**config.mk**
```make
export PLATFORM = sky130hd
export DESIGN_NAME = exe_stage_flat
export DESIGN_NICKNAME = d
export VERILOG_FILES = /design/src/rtl/exe_stage_if.sv /design/src/rtl/exe_stage.sv /design/src/flat_wrapper.sv
export SDC_FILE = /design/constraint.sdc
export NUM_CORES = 1
export LEC_CHECK = 0
export ABC_AREA = 1
export CORE_MARGIN = 8
export CORE_UTILIZATION = 51
export CTS_CLUSTER_DIAMETER = 40
export DETAILED_ROUTE_END_ITERATION = 8
export PLACE_DENSITY = 0.71
export SYNTH_ARGS = -nofsm -noshare
export SYNTH_HDL_FRONTEND = slang
export SYNTH_SLANG_ARGS = --single-unit
```
**constraint.sdc**
```tcl
create_clock -name clk -period 8.7 [get_ports clk]
set_input_delay 0.87 -clock clk [delete_from_list [all_inputs] [get_ports clk]]
set_output_delay 0.87 -clock clk [all_outputs]
set_load 0.01 [all_outputs]
```
**src/rtl/exe_stage_if.sv**
```systemverilog
// ID/EX -> EX/MEM bundle for the execute stage.
// master = upstream pipeline driving ID/EX values; slave = exe_stage.
interface exe_stage_if;
  logic [4:0]  dest_in;
  logic [31:0] reg2_in;
  logic [31:0] val1_in;
  logic [31:0] val2_in;
  logic [31:0] pc_in;
  logic        br_taken_in;
  logic [3:0]  exe_cmd_in;
  logic        mem_r_en_in;
  logic        mem_w_en_in;
  logic        wb_en_in;

  logic [31:0] alu_res;
  logic [31:0] reg2;
  logic [4:0]  dest;
  logic        mem_r_en;
  logic        mem_w_en;
  logic        wb_en;
  logic [31:0] br_addr;
  logic        br_taken;
  logic        stall;

  modport master (
    output dest_in, reg2_in, val1_in, val2_in, pc_in, br_taken_in,
           exe_cmd_in, mem_r_en_in, mem_w_en_in, wb_en_in,
    input  alu_res, reg2, dest, mem_r_en, mem_w_en, wb_en,
           br_addr, br_taken, stall
  );

  modport slave (
    input  dest_in, reg2_in, val1_in, val2_in, pc_in, br_taken_in,
           exe_cmd_in, mem_r_en_in, mem_w_en_in, wb_en_in,
    output alu_res, reg2, dest, mem_r_en, mem_w_en, wb_en,
           br_addr, br_taken, stall
  );
endinterface

```
**src/rtl/exe_stage.sv**
```systemverilog
// MIPS execute stage: single-cycle ALU, branch target, 32-cycle shift-add
// multiplier that stalls the front end, and the EX/MEM pipeline register.
module exe_stage (
  input  logic      clk,
  input  logic      rst,
  exe_stage_if.slave bus
);
  localparam logic [3:0] CMD_ADD = 4'b0000, CMD_SUB = 4'b0010,
                         CMD_AND = 4'b0100, CMD_OR  = 4'b0101,
                         CMD_NOR = 4'b0110, CMD_XOR = 4'b0111,
                         CMD_SLL = 4'b1000, CMD_SRA = 4'b1001,
                         CMD_SRL = 4'b1010, CMD_MUL = 4'b1011;

  typedef enum logic [1:0] {IDLE, MUL, DONE} state_t;

  state_t      state;
  logic [4:0]  cnt;
  logic [31:0] acc, mcand, mplier;
  logic [31:0] l_reg2;
  logic [4:0]  l_dest;
  logic        l_mem_r, l_mem_w, l_wb;
  logic [31:0] alu_out;
  logic [4:0]  shamt;
  logic        is_mul;

  assign shamt  = bus.val2_in[4:0];
  assign is_mul = (bus.exe_cmd_in == CMD_MUL);

  always_comb begin
    alu_out = '0;
    case (bus.exe_cmd_in)
      CMD_ADD: alu_out = bus.val1_in + bus.val2_in;
      CMD_SUB: alu_out = bus.val1_in - bus.val2_in;
      CMD_AND: alu_out = bus.val1_in & bus.val2_in;
      CMD_OR:  alu_out = bus.val1_in | bus.val2_in;
      CMD_NOR: alu_out = ~(bus.val1_in | bus.val2_in);
      CMD_XOR: alu_out = bus.val1_in ^ bus.val2_in;
      CMD_SLL: alu_out = bus.val1_in << shamt;
      CMD_SRA: alu_out = $unsigned($signed(bus.val1_in) >>> shamt);
      CMD_SRL: alu_out = bus.val1_in >> shamt;
      default: alu_out = '0;
    endcase
  end

  // Branch outputs bypass the register; suppressed while a multiply owns the stage.
  assign bus.br_addr  = bus.pc_in + {bus.val2_in[29:0], 2'b00};
  assign bus.br_taken = bus.br_taken_in && (state == IDLE) && !rst;
  assign bus.stall    = !rst && (((state == IDLE) && is_mul) || (state == MUL));

  always_ff @(posedge clk) begin
    if (rst) begin
      state        <= IDLE;
      cnt          <= '0;
      acc          <= '0;
      mcand        <= '0;
      mplier       <= '0;
      l_reg2       <= '0;
      l_dest       <= '0;
      l_mem_r      <= 1'b0;
      l_mem_w      <= 1'b0;
      l_wb         <= 1'b0;
      bus.alu_res  <= '0;
      bus.reg2     <= '0;
      bus.dest     <= '0;
      bus.mem_r_en <= 1'b0;
      bus.mem_w_en <= 1'b0;
      bus.wb_en    <= 1'b0;
    end else begin
      case (state)
        IDLE: begin
          if (is_mul) begin
            mcand        <= bus.val1_in;
            mplier       <= bus.val2_in;
            acc          <= '0;
            cnt          <= '0;
            l_reg2       <= bus.reg2_in;
            l_dest       <= bus.dest_in;
            l_mem_r      <= bus.mem_r_en_in;
            l_mem_w      <= bus.mem_w_en_in;
            l_wb         <= bus.wb_en_in;
            bus.alu_res  <= '0;
            bus.reg2     <= '0;
            bus.dest     <= '0;
            bus.mem_r_en <= 1'b0;
            bus.mem_w_en <= 1'b0;
            bus.wb_en    <= 1'b0;
            state        <= MUL;
          end else begin
            bus.alu_res  <= alu_out;
            bus.reg2     <= bus.reg2_in;
            bus.dest     <= bus.dest_in;
            bus.mem_r_en <= bus.mem_r_en_in;
            bus.mem_w_en <= bus.mem_w_en_in;
            bus.wb_en    <= bus.wb_en_in;
          end
        end
        MUL: begin
          if (mplier[0]) acc <= acc + mcand;
          mcand        <= mcand << 1;
          mplier       <= mplier >> 1;
          cnt          <= cnt + 5'd1;
          bus.alu_res  <= '0;
          bus.reg2     <= '0;
          bus.dest     <= '0;
          bus.mem_r_en <= 1'b0;
          bus.mem_w_en <= 1'b0;
          bus.wb_en    <= 1'b0;
          if (cnt == 5'd31) state <= DONE;
        end
        DONE: begin
          bus.alu_res  <= acc;
          bus.reg2     <= l_reg2;
          bus.dest     <= l_dest;
          bus.mem_r_en <= l_mem_r;
          bus.mem_w_en <= l_mem_w;
          bus.wb_en    <= l_wb;
          state        <= IDLE;
        end
        default: state <= IDLE;
      endcase
    end
  end
endmodule

```
**src/flat_wrapper.sv**
```systemverilog
// flat-port wrapper written by rule: the top's interface ports become plain ports
module exe_stage_flat 
  (clk, rst, bus_dest_in, bus_reg2_in, bus_val1_in, bus_val2_in, bus_pc_in, bus_br_taken_in, bus_exe_cmd_in, bus_mem_r_en_in, bus_mem_w_en_in, bus_wb_en_in, bus_alu_res, bus_reg2, bus_dest, bus_mem_r_en, bus_mem_w_en, bus_wb_en, bus_br_addr, bus_br_taken, bus_stall);
  exe_stage_if bus_i ();
  input  logic clk;
  input  logic rst;
  input wire logic [$bits(bus_i.dest_in)-1:0] bus_dest_in;
  input wire logic [$bits(bus_i.reg2_in)-1:0] bus_reg2_in;
  input wire logic [$bits(bus_i.val1_in)-1:0] bus_val1_in;
  input wire logic [$bits(bus_i.val2_in)-1:0] bus_val2_in;
  input wire logic [$bits(bus_i.pc_in)-1:0] bus_pc_in;
  input wire logic [$bits(bus_i.br_taken_in)-1:0] bus_br_taken_in;
  input wire logic [$bits(bus_i.exe_cmd_in)-1:0] bus_exe_cmd_in;
  input wire logic [$bits(bus_i.mem_r_en_in)-1:0] bus_mem_r_en_in;
  input wire logic [$bits(bus_i.mem_w_en_in)-1:0] bus_mem_w_en_in;
  input wire logic [$bits(bus_i.wb_en_in)-1:0] bus_wb_en_in;
  output wire logic [$bits(bus_i.alu_res)-1:0] bus_alu_res;
  output wire logic [$bits(bus_i.reg2)-1:0] bus_reg2;
  output wire logic [$bits(bus_i.dest)-1:0] bus_dest;
  output wire logic [$bits(bus_i.mem_r_en)-1:0] bus_mem_r_en;
  output wire logic [$bits(bus_i.mem_w_en)-1:0] bus_mem_w_en;
  output wire logic [$bits(bus_i.wb_en)-1:0] bus_wb_en;
  output wire logic [$bits(bus_i.br_addr)-1:0] bus_br_addr;
  output wire logic [$bits(bus_i.br_taken)-1:0] bus_br_taken;
  output wire logic [$bits(bus_i.stall)-1:0] bus_stall;
  assign bus_i.dest_in = bus_dest_in;
  assign bus_i.reg2_in = bus_reg2_in;
  assign bus_i.val1_in = bus_val1_in;
  assign bus_i.val2_in = bus_val2_in;
  assign bus_i.pc_in = bus_pc_in;
  assign bus_i.br_taken_in = bus_br_taken_in;
  assign bus_i.exe_cmd_in = bus_exe_cmd_in;
  assign bus_i.mem_r_en_in = bus_mem_r_en_in;
  assign bus_i.mem_w_en_in = bus_mem_w_en_in;
  assign bus_i.wb_en_in = bus_wb_en_in;
  assign bus_alu_res = bus_i.alu_res;
  assign bus_reg2 = bus_i.reg2;
  assign bus_dest = bus_i.dest;
  assign bus_mem_r_en = bus_i.mem_r_en;
  assign bus_mem_w_en = bus_i.mem_w_en;
  assign bus_wb_en = bus_i.wb_en;
  assign bus_br_addr = bus_i.br_addr;
  assign bus_br_taken = bus_i.br_taken;
  assign bus_stall = bus_i.stall;
  exe_stage u_core (.clk(clk), .rst(rst), .bus(bus_i));
endmodule
```
==> run_results.csv, run 1 <==
group,metric,value,unit
global_route,grt_use_total,37.10,%
timing,slew_viol_final,0,
setup_path,crit_chain,"clkdlybuf4s50_1, inv_1, nand3_2, inv_2, nand2_1, inv_1, o21ai_1, xor2_1, ha_1, nand2_1, nor2_1, nand2_1, nor2_1, nand2_1, nand3_1, nand2_1, nand2_1, nor2_1, o21ai_0, a21oi_1",
timing,rsz0062_at_grt,"false",
run,cap_violations,0,
timing,finalCritPeriodShare,63.11,%
synth,synth_enable_flop_cells,0,
detailed_routing,via_per_inst,6.068,
clock_tree,cts-resized-gates,0,
floorplanning,die_w,219.5,µm
floorplanning,num_rows,74,
placed_design,place_hpwl,71750,µm
synth,ys.flop_type,"dfxtp_1",
detailed_routing,initialDrtViolationCount,3281,
setup_path,path_max_fanout,25,
floorplanning,start_util,51.73,%
synth,synth_cell_types,52,
setup_path,worst-setup-path-type,"in -> reg",
floorplanning,core-area,40830,µm²
power_and_ir_drop,power.total,4040,µW
placed_design,gp_routability_congestion,1.120,
setup_path,cp_slowest_stage_delay,0.70,ns
timing,period_needed,5.491,ns
outcome,status,"complete, no violations",
floorplanning,dieArea,48180,µm²
global_route,grt_max_degree,92,
floorplanning,io_pins,249,
final_layout,n_antenna_cell,0,
detailed_routing,vias,26270,
clock_tree,cts_buffers,39,
clock_tree,clock_sinks,215,
timing,worst_slew_pin_slew,1.063,ns
synth,yosysWarnings,0,
detailed_routing,wl_met2,41540,µm
detailed_routing,dr.pass1.iters,9,
timing,relSlewSlack,28.89,%
placed_design,portBuffers,244,
clock_tree,cts_root_buffer,"clkbuf_16",
synth,synth_seq_cells,215,
synth,synthArstFlopShare,0,%
timing,finClkSkew,0.02081,ns
final_layout,fin_nets,4078,
timing,max_clock_freq,0.1821,GHz
clock_tree,hold_buffers,0,
timing,hold_viol_final,0,
setup_path,worst_path_max_delay_cell,"nand2_1",
clock_tree,cts_buffer_depth,3,
detailed_routing,top_layer_used,"met4",
final_layout,area_growth,18.23,%
global_route,grt_pass1_vias,24860,
setup_path,cp-end-kind,"flip-flop",
floorplanning,die_h,219.5,µm
setup_path,cp_data_arrival_time,5.90,ns
clock_tree,clk_latency,0.55,ns
setup_path,cp_common_cell,"nand2_1",
synth,syn-cell-area,21120,µm²
setup_path,worstPathRequired,9.11,ns
detailed_routing,wl,93420,µm
synth,yosysTopAreaCellShare,20.93,%
clock_tree,cts_setup_buffers,0,
timing,setup_viol,0,
global_route,grt_pass1_wl,140700,µm
clock_tree,htree_levels,2,
detailed_routing,wl_met3,9102,µm
detailed_routing,drc_errors,0,
setup_path,rrSetupSlack,5.38,ns
timing,fin_tns_setup,0,ns
global_route,antenna_found_initial,0,
clock_tree,cts_tree,"done",
synth,synth_area_leaders,"nand2_1 (21%), dfxtp_1 (20%), nand3_1 (10%)",
clock_tree,path_clk_slew,0.06,ns
detailed_routing,wire_per_inst,21.58,µm
detailed_routing,met1_length,36570,µm
power_and_ir_drop,p_leak,0.01211,µW
setup_path,crit_path_start_kind,"input port",
synth,synth_fp_nets,3943,
power_and_ir_drop,powerDensity,161.8,nW/µm²
synth,synth.avg_cell_area,5.812,µm²
synth,ys_seq_area_share,20.38,%
detailed_routing,drtAntennaViolNets,0,
synth,synthCells,3634,
hold_path,hp-class,"reg -> reg",
synth,synth_top_cell_by_area,"nand2_1",
final_layout,drive_gt1_share,3.950,%
global_route,overflow,0,
power_and_ir_drop,ir_worst_vdd,0.1740,mV
## layout make-up
type                    instances  area (µm²)
well taps                     532       665.6
inverters                     354        1335
fillers                      3953       15860
multi-input cells            2893       14720
clock buffers                  45        1039
repair buffers                266        2587
clock inverters                24       317.8
flip-flops and latches        215        4304
## synth_stat cells (2+ instances only)
cell type / number
a211oi_1: 2
a21boi_0: 4
a21o_1: 13
a21oi_1: 191
a21oi_2: 4
a221oi_1: 8
a22o_1: 4
a31oi_1: 111
and2_1: 6
and3_1: 4
buf_1: 12
buf_2: 52
buf_4: 10
buf_6: 5
clkbuf_1: 92
dfxtp_1: 215
fa_1: 3
ha_1: 163
inv_1: 340
inv_2: 12
nand2_1: 1178
nand2_2: 3
nand3_1: 429
nand3_2: 3
nand3b_1: 15
nand4_1: 40
nor2_1: 267
nor2_2: 8
nor2_4: 3
nor3_1: 28
nor4_1: 6
o2111ai_1: 4
o211ai_1: 13
o21a_1: 2
o21ai_0: 283
o21ai_1: 8
o21bai_1: 9
o31ai_1: 2
or2_2: 13
xnor2_1: 10
xor2_1: 48
## state kept, by name, indices dropped and copies added, names as in the netlist
signal               cells
u_core.acc              32
u_core.bus.alu_res      32
u_core.bus.reg2         32
u_core.l_reg2           32
u_core.mcand            32
u_core.mplier           32
u_core.bus.dest          5
u_core.cnt               5
u_core.l_dest            5
u_core.state             2
u_core.bus.mem_r_en      1
u_core.bus.mem_w_en      1
u_core.bus.wb_en         1
u_core.l_mem_r           1
u_core.l_mem_w           1
u_core.l_wb              1
## cells in the final DEF (no fill, tap or decap), types with 15 or more instances in the layout
cell type | synthesis | layout
nand2_1 | 1178 | 1178
nand3_1 | 429 | 429
inv_1 | 340 | 338
o21ai_0 | 283 | 283
nor2_1 | 267 | 265
clkdlybuf4s50_1 | 0 | 240
dfxtp_1 | 215 | 215
a21oi_1 | 191 | 191
ha_1 | 163 | 162
a31oi_1 | 111 | 111
xor2_1 | 48 | 48
nand4_1 | 40 | 40
clkbuf_16 | 0 | 39
nor3_1 | 28 | 28
buf_4 | 10 | 22
nand3b_1 | 15 | 15
## metal layers
metal,GRT usage (%),vias up
met5,0,-
met4,22.11,0
met3,7.967,303
met2,59.58,1477
met1,45.25,12180
li1,-,12310
## final timing paths
check	startpoint	end	cells past startpoint
hold reg to reg	u_core.cnt[4]	u_core.cnt[4]	2
setup reg to reg	u_core.state[1]	u_core.acc[2]	11
setup / recovery	bus_exe_cmd_in[0]	u_core.bus.alu_res[23]	20
hold / removal	u_core.cnt[4]	u_core.cnt[4]	2
## cells by family after synthesis
group | after synthesis | share of synthesized area (%)
AND/OR/NAND/NOR | 2005 | 39.83
AO/OA/AOI/OAI | 664 | 17.42
buffers and inverters | 526 | 10.03
flip-flops | 215 | 20.38
adder cells (fa/ha/maj) | 166 | 9.940
XOR/XNOR | 58 | 2.405
## critical path, delay by kind of cell
family,cells,cell delay [ns]
buf+inv,4,1.60
simple gates,11,1.97
fa+ha+maj,1,0.41
xor+xnor,1,0.19
compound gates,3,0.85
## metrics by stage
| stage | std cells | utilization, % | worst slack [ns] | area (µm²) | hold slack, ns |
|---|---|---|---|---|---|
| floorplan | 3634 | - | 4.969 | 21120 | 0.4410 |
| global placement | 4260 | 57.84 | 2.869 | 23620 | 0.4534 |
| detailed placement | 4260 | 57.84 | 2.851 | 23620 | 0.4587 |
| CTS | 4329 | 61.16 | 3.377 | 24970 | 0.4740 |
| global route | 4329 | 61.16 | 2.948 | 24970 | 0.4966 |
| finish | 4329 | 61.16 | 3.209 | 24970 | 0.4767 |
## report_power, final
| group | switching, µW | leakage, µW | internal, µW |
|---|---|---|---|
| logic | 833 | 0.00968 | 462 |
| registers | 79.1 | 0.00176 | 1090 |
| clock network | 564 | 0.000668 | 1020 |
Note: power is estimated with default switching activity, not from simulation.
==> inputs of run 2 (changes only) <==
PLACE_DENSITY = 0.74   (was 0.71)
clock period = 4.5 ns   (was 8.7 ns; I/O delays follow)
==> run 2 against run 1 <==
Clock power up 71%. Cell count up 0.81%. Via count down 3.4%. Sequential power up 93%. Die area unchanged. Worst hold slack worse by 0.013 ns. Critical path type is now in -> out. Largest cell class unchanged.
==> run_results.csv, run 2 (same netlist as run 1, synthesis figures left out) <==
group,metric,value,unit
timing,relSlewSlack,36.40,%
setup_path,cp.depth,15,
timing,hold_viol_final,0,
clock_tree,clock_sinks,215,
global_route,grt_use_total,34.79,%
setup_path,cp_common_cell,"nand2_1",
setup_path,cp_slowest_stage_delay,0.57,ns
clock_tree,cts_buffers,35,
clock_tree,path_clk_slew,0.06,ns
power_and_ir_drop,clkPwrFrac,36.3,%
timing,setup_viol,0,
clock_tree,htree_levels,2,
placed_design,gp_routability_congestion,1.069,
setup_path,worstPathRequired,4.05,ns
setup_path,timing.rr.start,"u_core.state[0]",
detailed_routing,drc_errors,0,
hold_path,min_path_cells,2,
run,cap_violations,0,
clock_tree,cts-resized-gates,0,
global_route,grt_use_met1,45.00,%
power_and_ir_drop,swShare,37.36,%
global_route,antenna_found_initial,2,
power_and_ir_drop,p_leak,0.01220,µW
outcome,status,"complete, no violations",
timing,worst_slew_pin_slew,0.9540,ns
clock_tree,clk_latency,0.55,ns
global_route,top_usage_layer,"met2",
clock_tree,cts_buffer_depth,3,
final_layout,area_growth,18.80,%
detailed_routing,wire_per_inst,19.89,µm
setup_path,worst-setup-path-type,"in -> out",
setup_path,crit_path_start_kind,"input port",
power_and_ir_drop,ir_worst_vdd,0.2819,mV
global_route,grt_max_degree,111,
placed_design,place_area,23920,µm²
timing,slew_viol_final,0,
setup_path,rrSetupSlack,1.87,ns
setup_path,crit_chain,"clkdlybuf4s50_1, buf_4, ha_1, inv_1, fa_1, nor3_1, nor2_1, o21bai_2, nand2_1, nand3_1, nand3b_1, nand3_1, nand2_1, nand2_1, clkdlybuf4s50_1",
floorplanning,core-area,40830,µm²
setup_path,r2r_cells,11,
timing,max_clock_freq,0.2519,GHz
global_route,groute.layer.met3.usage,6.774,%
timing,finalCritPeriodShare,88.22,%
setup_path,path_buf_inv,4,
timing,period_needed,3.970,ns
global_route,grt_pass1_wl,132600,µm
final_layout,final_area,25090,µm²
setup_path,r2r_end,"u_core.acc[3]",
floorplanning,io_pins,249,
floorplanning,start_util,51.73,%
final_layout,fin_nets,4114,
clock_tree,cts_root_buffer,"clkbuf_16",
setup_path,worst_path_max_delay_cell,"clkdlybuf4s50_1",
global_route,grt_use_met2,54.55,%
final_layout,n_antenna_cell,0,
detailed_routing,dr.pass1.iters,6,
global_route,grt_pass1_vias,23590,
hold_path,hp-class,"reg -> reg",
detailed_routing,via_per_inst,5.813,
floorplanning,num_rows,74,
power_and_ir_drop,powerDensity,295.9,nW/µm²
final_layout,final_cell_mix,"nand2_1 (1,178), nand3_1 (429), inv_1 (338)",
setup_path,cp_data_arrival_time,3.52,ns
clock_tree,hold_buffers,0,
detailed_routing,drtAntennaViolNets,0,
power_and_ir_drop,net-switching-power,2774,µW
detailed_routing,vias,25370,
setup_path,cp-end-kind,"primary output",
final_layout,drive_gt1_share,4.749,%
placed_design,portBuffers,244,
hold_path,min_from,"u_core.l_reg2[18]",
power_and_ir_drop,p_seq_share,30.2,%
timing,fin_tns_setup,0,ns
detailed_routing,initialDrtViolationCount,2919,
clock_tree,cts_setup_buffers,0,
global_route,overflow,0,
floorplanning,die_w,219.5,µm
power_and_ir_drop,internal-power,4651,µW
timing,rsz0062_at_grt,"false",
clock_tree,cts_tree,"done",
placed_design,place_hpwl,66980,µm
setup_path,path_max_fanout,4,
floorplanning,die_h,219.5,µm
power_and_ir_drop,combPwrFrac,33.4,%
setup_path,cp_top_family,"buffers and inverters",
hold_path,holdPathEnd,"u_core.bus.reg2[18]",
timing,finClkSkew,0.01743,ns
final_layout,final_common_cell,"nand2_1",
floorplanning,dieArea,48180,µm²
detailed_routing,wl,86800,µm
-- run 2: cell type report --
type,instances,area [µm²]
Fill cell,4139,15740
Timing Repair Buffer,306,2900
Inverter,354,1335
Clock buffer,42,933.4
Multi-Input combinational cell,2893,14720
Sequential cell,215,4304
Tap cell,532,665.6
Clock inverter,22,235.2
-- run 2: metrics by stage --
stage	power (µW)	hold slack, ns	setup WS (ns)	util (%)	instances
after floorplan	3698	0.4410	1.189	-	3634
after global placement	4683	0.4625	0.3738	58.59	4300
after detailed placement	4689	0.4618	0.3079	58.59	4300
after CTS	7398	0.4600	0.5214	61.45	4364
after global routing	7771	0.4779	0.3517	61.45	4364
final	7425	0.4634	0.5301	61.45	4364
-- run 2: worst max-delay path by stage --
stage	start	endpoint
after global placement	bus_val2_in[0]	u_core.bus.alu_res[27]
after global routing	bus_val2_in[0]	bus_br_addr[28]
after CTS	bus_val2_in[0]	bus_br_addr[16]
after floorplan	bus_val2_in[1]	u_core.bus.alu_res[29]
after detailed placement	bus_val2_in[0]	u_core.bus.alu_res[23]
final	bus_val2_in[0]	bus_br_addr[28]
-- run 2: power by group through the flow --
stage	combinational, µW	clock (µW)	sequential, µW
3_5_place_dp	2420	0	2270
5_1_grt	2710	2800	2260
4_1_cts	2430	2730	2240
3_3_place_gp	2410	0	2270
6_report	2480	2700	2240
2_1_floorplan	1450	0	2250
-- run 2: worst reg2reg max path, stage by stage (launching register included) --
cell	delay, ns
dfxtp_1	0.39
inv_1	0.08
ha_1	0.25
inv_1	0.19
nor2_4	0.07
inv_2	0.62
nor2_2	0.10
a21oi_2	0.14
buf_4	0.38
nor2_1	0.08
a21oi_1	0.13
nor2_1	0.05
-- run 2: layer usage --
metal	wire (µm)	share of wire (%)
met1	36150	42
met2	37870	44
met3	8055	9.3
met4	4711	5.4
met5	11	0.013
